**config.mk**
```make
export PLATFORM = sky130hd
export DESIGN_NAME = fluxo_dados_drone_param
export DESIGN_NICKNAME = d
export VERILOG_FILES = /design/src/rtl/fluxo_dados_drone_param.sv
export SDC_FILE = /design/constraint.sdc
export NUM_CORES = 1
export LEC_CHECK = 0
export CORE_AREA = 4 4 89 91
export DETAILED_ROUTE_END_ITERATION = 6
export DIE_AREA = 0 0 93 95
export HOLD_SLACK_MARGIN = 0.12
export PLACE_DENSITY_LB_ADDON = 0.1
export SYNTH_ARGS = -nofsm -noshare
export SYNTH_HDL_FRONTEND = slang
export SYNTH_SLANG_ARGS = --single-unit
```
**constraint.sdc**
```tcl
create_clock -name clock -period 3.45 [get_ports clock]
set_input_delay 0.345 -clock clock [delete_from_list [all_inputs] [get_ports clock]]
set_output_delay 0.345 -clock clock [all_outputs]
set_load 0.05 [all_outputs]
```
**src/rtl/fluxo_dados_drone_param.sv**
```systemverilog
// Drone-game datapath: column/lane position, writable obstacle map, move timer,
// hit detection with lives counter and sticky game-over.
module fluxo_dados_drone_param #(
    parameter int LANES        = 4,
    parameter int MAP_DEPTH    = 16,
    parameter int TEMPO_JOGADA = 1000,
    parameter int VIDAS        = 3,
    parameter int START_LANE   = LANES / 2,
    localparam int VW = (LANES > 2) ? $clog2(LANES) : 1,
    localparam int HW = $clog2(MAP_DEPTH),
    localparam int TW = $clog2(TEMPO_JOGADA),
    localparam int LW = $clog2(VIDAS + 1)
) (
    input  logic             clock,
    input  logic             reset,
    input  logic             zeraPosicoes,
    input  logic             desloca,
    input  logic [1:0]       controle,
    input  logic             contaT,
    input  logic             zeraT,
    input  logic             we_mapa,
    input  logic [HW-1:0]    addr_mapa,
    input  logic [LANES-1:0] dado_mapa,
    output logic             colisao,
    output logic             batida,
    output logic             fim_espera,
    output logic             fim_mapa,
    output logic             game_over,
    output logic [LW-1:0]    vidas,
    output logic [HW-1:0]    db_posicao_horizontal,
    output logic [LANES-1:0] db_posicao_vertical,
    output logic [LANES-1:0] db_obstaculos
);

    logic [LANES-1:0] mapa [MAP_DEPTH];
    logic [HW-1:0]    h;
    logic [VW-1:0]    v;
    logic [TW-1:0]    t;
    logic [HW-1:0]    h_prox;
    logic [VW-1:0]    v_prox;
    logic [LANES-1:0] obst;
    logic             acerto;

    // Map RAM holds level data across resets, so it has no reset branch.
    always_ff @(posedge clock) begin
        if (we_mapa)
            mapa[addr_mapa] <= dado_mapa;
    end

    // MAP_DEPTH is a power of two, so the natural overflow gives the wrap.
    assign h_prox = h + HW'(1);
    assign obst   = mapa[h_prox];

    always_comb begin
        v_prox = v;
        if (controle == 2'b01) begin
            if (v != VW'(LANES - 1))
                v_prox = v + VW'(1);
        end else if (controle == 2'b10) begin
            if (v != '0)
                v_prox = v - VW'(1);
        end
    end

    // Hits are judged on the destination lane, not on the current-lane preview.
    assign acerto = obst[v_prox];

    always_ff @(posedge clock or posedge reset) begin
        if (reset) begin
            h         <= '0;
            v         <= VW'(START_LANE);
            vidas     <= LW'(VIDAS);
            game_over <= 1'b0;
            batida    <= 1'b0;
        end else if (zeraPosicoes) begin
            h         <= '0;
            v         <= VW'(START_LANE);
            vidas     <= LW'(VIDAS);
            game_over <= 1'b0;
            batida    <= 1'b0;
        end else begin
            batida <= 1'b0;
            if (desloca && !game_over) begin
                h <= h_prox;
                v <= v_prox;
                if (acerto) begin
                    batida <= 1'b1;
                    if (vidas != '0)
                        vidas <= vidas - LW'(1);
                    if (vidas == LW'(1))
                        game_over <= 1'b1;
                end
            end
        end
    end

    always_ff @(posedge clock or posedge reset) begin
        if (reset)
            t <= '0;
        else if (zeraT)
            t <= '0;
        else if (contaT)
            t <= (t == TW'(TEMPO_JOGADA - 1)) ? '0 : t + TW'(1);
    end

    assign fim_espera            = (t == TW'(TEMPO_JOGADA - 1));
    assign fim_mapa              = (h == HW'(MAP_DEPTH - 1));
    assign colisao               = obst[v];
    assign db_obstaculos         = obst;
    assign db_posicao_horizontal = h;
    assign db_posicao_vertical   = LANES'(1) << v;

endmodule

```
==> run_results.csv, run 1 <==
group,metric,value,unit
clocking,post_cts_resized,0,
placement,gp_congestion,0.9443,
timing,period_needed,3.169,ns
critical_path,reg2reg_slack,0.76,ns
yosys,syn_nets,301,
clocking,root_buffer,"clkbuf_8",
pwr,ir_drop,0.3189,mV
routing,route.detailed.drc,0,
hold_path,hold_class,"input port to asynchronous set/reset pin",
timing,drv_slew,0,
critical_path,crit_buf_inv,1,
yosys,synth_commonest_cells,"64 x edfxtp_1, 40 x mux2i_1, 30 x nor2_1",
critical_path,startpoint_type,"register",
routing,drt_iter0_drc,104,
timing,fin_skew,0.009481,ns
placement,io_buffers,35,
placement,dp_hpwl,5242,µm
die,die_w,93,µm
yosys,seq_area_frac_synth,61.77,%
timing,rsz0062_at_grt,"no",
clocking,clock_sinks,84,
clocking,ctsHtreeMaxLevel,3,
outcome,status,"finished clean",
yosys,synth_edf_count,64,
cells_and_area,fill_cells,544,
timing,hold_ws,0.4300,ns
timing,tns,0,ns
pwr,p_leak,1.638,nW
clocking,clk_path_buf_depth,2,
global_routing,antenna_found_initial,0,
critical_path,worst_path_max_delay_cell,"mux4_1",
clocking,clk_pin_slew_worst_paths,0.09,ns
cells_and_area,layout-drive-gt1-share,13.00,%
yosys,syn_avg_cell_area,14.03,µm²
pwr,pwr_density_cell,485.1,nW/µm²
global_routing,overflow,0,
timing,finalHoldViolCount,0,
cells_and_area,antenna_cells,0,
yosys,synth_cells,280,
job,drv_cap,0,
routing,wire_per_inst,17.32,µm
cells_and_area,fin_cells,422,
yosys,synth.distinct_cells,45,
critical_path,cp_data_arrival_time,2.82,ns
routing,first_pass_iters,4,
global_routing,grt_pass1_wl,11670,µm
yosys,synth_flop_cell,"edfxtp_1",
timing,setup_violations,0,
global_routing,grt_usage,17.83,%
critical_path,crit_fanout,8,
yosys,synth.most_common_cell,"edfxtp_1",
critical_path,cpPeakStageDelay,0.70,ns
clocking,numCtsBuffers,9,
yosys,ys_async_sr_fraction,23.81,%
critical_path,path_cells,"ha_1 -> xor2_4 -> mux4_1 -> mux2i_4 -> mux4_2 -> buf_12",
clocking,post_cts_buffers,0,
yosys,yosysTopAreaCell,"edfxtp_1",
die,io_pins,36,
timing,fmax,315.6,MHz
clocking,clock_latency,0.35,ns
yosys,synthTopCellsByArea,"edfxtp_1 49%, dfrtp_1 11%, mux2i_1 10%",
die,dieHeight,95,µm
critical_path,crit_type,"register to output port",
die,die-area,8835,µm²
clocking,hold_buffers,0,
yosys,ys_warn_count,0,
routing,num_vias,2352,
yosys,synth_seq_cells,84,
timing,relSlewSlack,47.97,%
routing,routed_wl,7309,µm
yosys,syn_area,3928,µm²
global_routing,grt_pass1_vias,2248,
critical_path,endpoint_kind,"output port",
placement,dp_cells,406,
die,coreArea,7137,µm²
die,num_rows,31,
routing,vias_per_cell,5.573,
critical_path,worstPathRequired,3.11,ns
yosys,synth_top_area_share,48.93,%
cells_and_area,layout.nets,339,
clocking,cts_tree,"built",
timing,tightestPinTransition,0.7796,ns
global_routing,grt_max_degree,24,
timing,fin_crit_sh,91.85,%
critical_path,crit_family,"multiplexers",
routing,ant_nets,0,
cells_and_area,syn_to_final_growth,17.65,%
die,initial_core_util,55.03,%
[stage by stage]
stage	power, mW	utilization (%)	instance area [µm²]	setup WS (ns)
after floorplan	1.493	-	3978	0.1903
after global placement	1.638	62.31	4447	0.7081
after detailed placement	1.646	62.31	4447	0.6496
after CTS	2.261	64.74	4621	0.2339
after global routing	2.337	64.74	4621	0.1178
final	2.242	64.74	4621	0.2812
[flip-flops by register name, indices dropped and copies added, names as in the netlist]
name,flops
game_over,1
t,10
v,2
mapa,64
batida,1
db_posicao_horizontal,4
vidas,2
[per-layer routing]
metal / global-route usage (%) / routed length (µm) / vias to the layer above
met3: 4.303 / 397 / 7
met4: 7.326 / 65 / 0
met5: 0 / 0 / -
met2: 29.21 / 3616 / 72
met1: 22.93 / 3229 / 1137
li1: - / - / 1136
[kinds of logic after synthesis]
logic type / Yosys count / share of synthesized area, %
simple gates: 93 / 12.65
flops: 84 / 61.77
mux: 50 / 16.02
compound gates: 25 / 3.696
buf+inv: 17 / 2.548
xor+xnor: 7 / 2.039
fa+ha+maj: 4 / 1.274
[final cells by class]
class                   count  area (µm²)  area share [%]
well taps                  99       123.9           2.681
multi-input cells         179        1451           31.41
flip-flops and latches     84        2426           52.50
repair buffers             38       422.9           9.152
clock inverters             6       46.29           1.002
clock buffers              10       127.6           2.762
inverters                   6       22.52          0.4874
[power by group]
| part | internal [mW] | leakage (nW) | switching [mW] | total [mW] |
|---|---|---|---|---|
| clock network | 0.266 | 0.0833 | 0.356 | 0.622 |
| registers | 1.12 | 0.843 | 0.0186 | 1.14 |
| logic | 0.212 | 0.711 | 0.269 | 0.481 |
| total | 1.60 | 1.64 | 0.643 | 2.24 |
[final timing paths]
check                                         start  endpoint  cells after the start
max                        db_posicao_horizontal[1]   colisao                      6
min                                           reset      t[7]                      2
max reg2reg                db_posicao_horizontal[1]  vidas[1]                      8
min reg2reg                                vidas[0]  vidas[0]                      2
max in group asynchronous                     reset      t[2]                      2
min in group clock                         vidas[0]  vidas[0]                      2
[worst reg2reg max path, cell delays in order, from the launching register on]
cell	delay, ns
dfrtp_1	0.40
ha_1	0.33
xor2_4	0.40
mux4_1	0.67
o21ai_0	0.12
nand4b_1	0.11
and4_4	0.22
nor3_4	0.16
mux2i_1	0.21
[cell usage in the layout, fill, tap and decap left out, types with 6 or more instances in the layout]
cell,n
edfxtp_1,64
clkbuf_8,9
dfrtp_1,17
xor2_1,6
nand2_1,10
nand3_1,11
nor2_1,30
o21ai_0,7
mux2i_1,36
clkdlybuf4s50_1,30
nand2b_1,6
a21oi_1,10
nor3_1,7
No activity file was read; power rests on OpenSTA's default activity.
==> inputs of run 2 (changes only) <==
--- a/config.mk
+++ b/config.mk
@@ -9,7 +9,7 @@
 export DETAILED_ROUTE_END_ITERATION = 6
 export DIE_AREA = 0 0 93 95
 export HOLD_SLACK_MARGIN = 0.12
-export PLACE_DENSITY_LB_ADDON = 0.1
+export PLACE_DENSITY = 0.77
 export SYNTH_ARGS = -nofsm -noshare
 export SYNTH_HDL_FRONTEND = slang
 export SYNTH_SLANG_ARGS = --single-unit
==> run_results.csv, run 2 (same netlist as run 1, synthesis figures left out) <==
group,metric,value,unit
die,dieHeight,95,µm
timing,relSlewSlack,47.52,%
die,num_rows,31,
critical_path,crit_fanout,8,
cells_and_area,layout_commonest_cell,"edfxtp_1",
cells_and_area,fill_cells,551,
timing,tightestPinTransition,0.7863,ns
routing,vias_per_cell,5.618,
placement,io_buffers,35,
cells_and_area,mostFrequentLayoutCells,"64 x edfxtp_1, 36 x mux2i_1, 30 x nor2_1, 30 x clkdlybuf4s50_1, 17 x dfrtp_1",
cells_and_area,regMostFlops,"mapa",
critical_path,reg2reg_slack,0.78,ns
global_routing,antenna_found_initial,0,
timing,setup_violations,0,
clocking,cts_tree,"built",
routing,drt_iter0_drc,90,
critical_path,startpoint,"db_posicao_horizontal[1]",
critical_path,crit_type,"register to output port",
job,drv_cap,0,
clocking,clk_pin_slew_worst_paths,0.08,ns
routing,wire_per_inst,17.55,µm
global_routing,grt_usage,18.28,%
timing,fmax,318.2,MHz
die,die-area,8835,µm²
timing,fin_crit_sh,91.08,%
cells_and_area,multi_input_area,1451,µm²
timing,hold_ws,0.4348,ns
clocking,post_cts_buffers,0,
timing,period_needed,3.142,ns
critical_path,worstPathRequired,3.11,ns
global_routing,grt_max_degree,24,
placement,dp_slack,0.6593,ns
die,die_w,93,µm
critical_path,endpoint_kind,"output port",
cells_and_area,seq_area,2426,µm²
cells_and_area,antenna_cells,0,
clocking,root_buffer,"clkbuf_8",
timing,rsz0062_at_grt,"no",
critical_path,cp_data_arrival_time,2.80,ns
hold_path,hold_class,"input port to asynchronous set/reset pin",
cells_and_area,syn_to_final_growth,18.73,%
clocking,clock_latency,0.35,ns
cells_and_area,layout-drive-gt1-share,12.69,%
clocking,ctsHtreeMaxLevel,3,
timing,finalHoldViolCount,0,
placement,gp_congestion,0.8933,
critical_path,reg2reg_from,"db_posicao_horizontal[1]",
outcome,status,"finished clean",
clocking,hold_buffers,0,
timing,worst_slack,0.3077,ns
pwr,p_leak,1.659,nW
die,io_pins,36,
global_routing,grt_pass1_vias,2274,
pwr,p_total,2.383,mW
timing,drv_slew,0,
routing,num_vias,2371,
cells_and_area,layout.nets,339,
cells_and_area,largest_reg_flops,64,
clocking,numCtsBuffers,9,
clocking,post_cts_resized,0,
routing,routed_wl,7408,µm
global_routing,grt_pass1_wl,12010,µm
placement,dp_hpwl,5289,µm
routing,first_pass_iters,4,
clocking,clk_path_buf_depth,2,
clocking,clock_sinks,84,
critical_path,startpoint_type,"register",
routing,ant_nets,0,
die,initial_core_util,55.03,%
routing,route.detailed.drc,0,
die,coreArea,7137,µm²
timing,tns,0,ns
pwr,pwr_density_cell,511.0,nW/µm²
critical_path,r2r_cells,8,
global_routing,overflow,0,
timing,fin_skew,0.005294,ns
pwr,ir_drop,0.2729,mV
run 2: changes by cell type in the layout (fill, tap and decap cells not counted):
| cell | change |
|---|---|
| clkbuf_1 | +1 |
| clkinvlp_4 | -1 |
| clkinv_2 | -1 |
| bufinv_16 | +2 |
| inv_6 | -1 |
run 2: final cells by class:
type | instances | share of cell area (%)
Clock buffer | 11 | 2.817
Clock inverter | 5 | 1.825
Inverter | 6 | 0.4830
Multi-Input combinational cell | 179 | 31.12
Sequential cell | 84 | 52.03
Tap cell | 99 | 2.656
Timing Repair Buffer | 38 | 9.069
run 2: stage by stage:
stage	utilization [%]	instance area (µm²)	instances
after global routing	65.34	4663	422
final	65.34	4663	422
after CTS	65.34	4663	422
after floorplan	-	3978	280
after detailed placement	62.31	4447	406
after global placement	62.31	4447	406
run 2: final timing paths:
check,to
setup / recovery,colisao
hold reg to reg,t[8]
max in group asynchronous,db_posicao_horizontal[0]
min in group clock,t[8]
setup reg to reg,vidas[0]
hold / removal,t[6]
run 2: power by group:
group          internal [mW]  switching (mW)  leakage, nW
Combinational          0.212           0.270        0.711
Clock                  0.412           0.350        0.104
Sequential              1.12          0.0192        0.843
Total                   1.74           0.639         1.66
run 2: critical path, cell delays in order, from the launching register on:
cell	delay [ns]
dfrtp_1	0.42
ha_1	0.28
xor2_4	0.39
mux4_1	0.69
mux2i_4	0.22
mux4_2	0.31
buf_12	0.14
run 2: metal layers:
metal / share of wire (%) / GRT usage, %
met3: 5.0 / 4.622
met4: 1.1 / 5.495
met5: 0 / 0
met2: 48 / 28.43
met1: 46 / 25.60
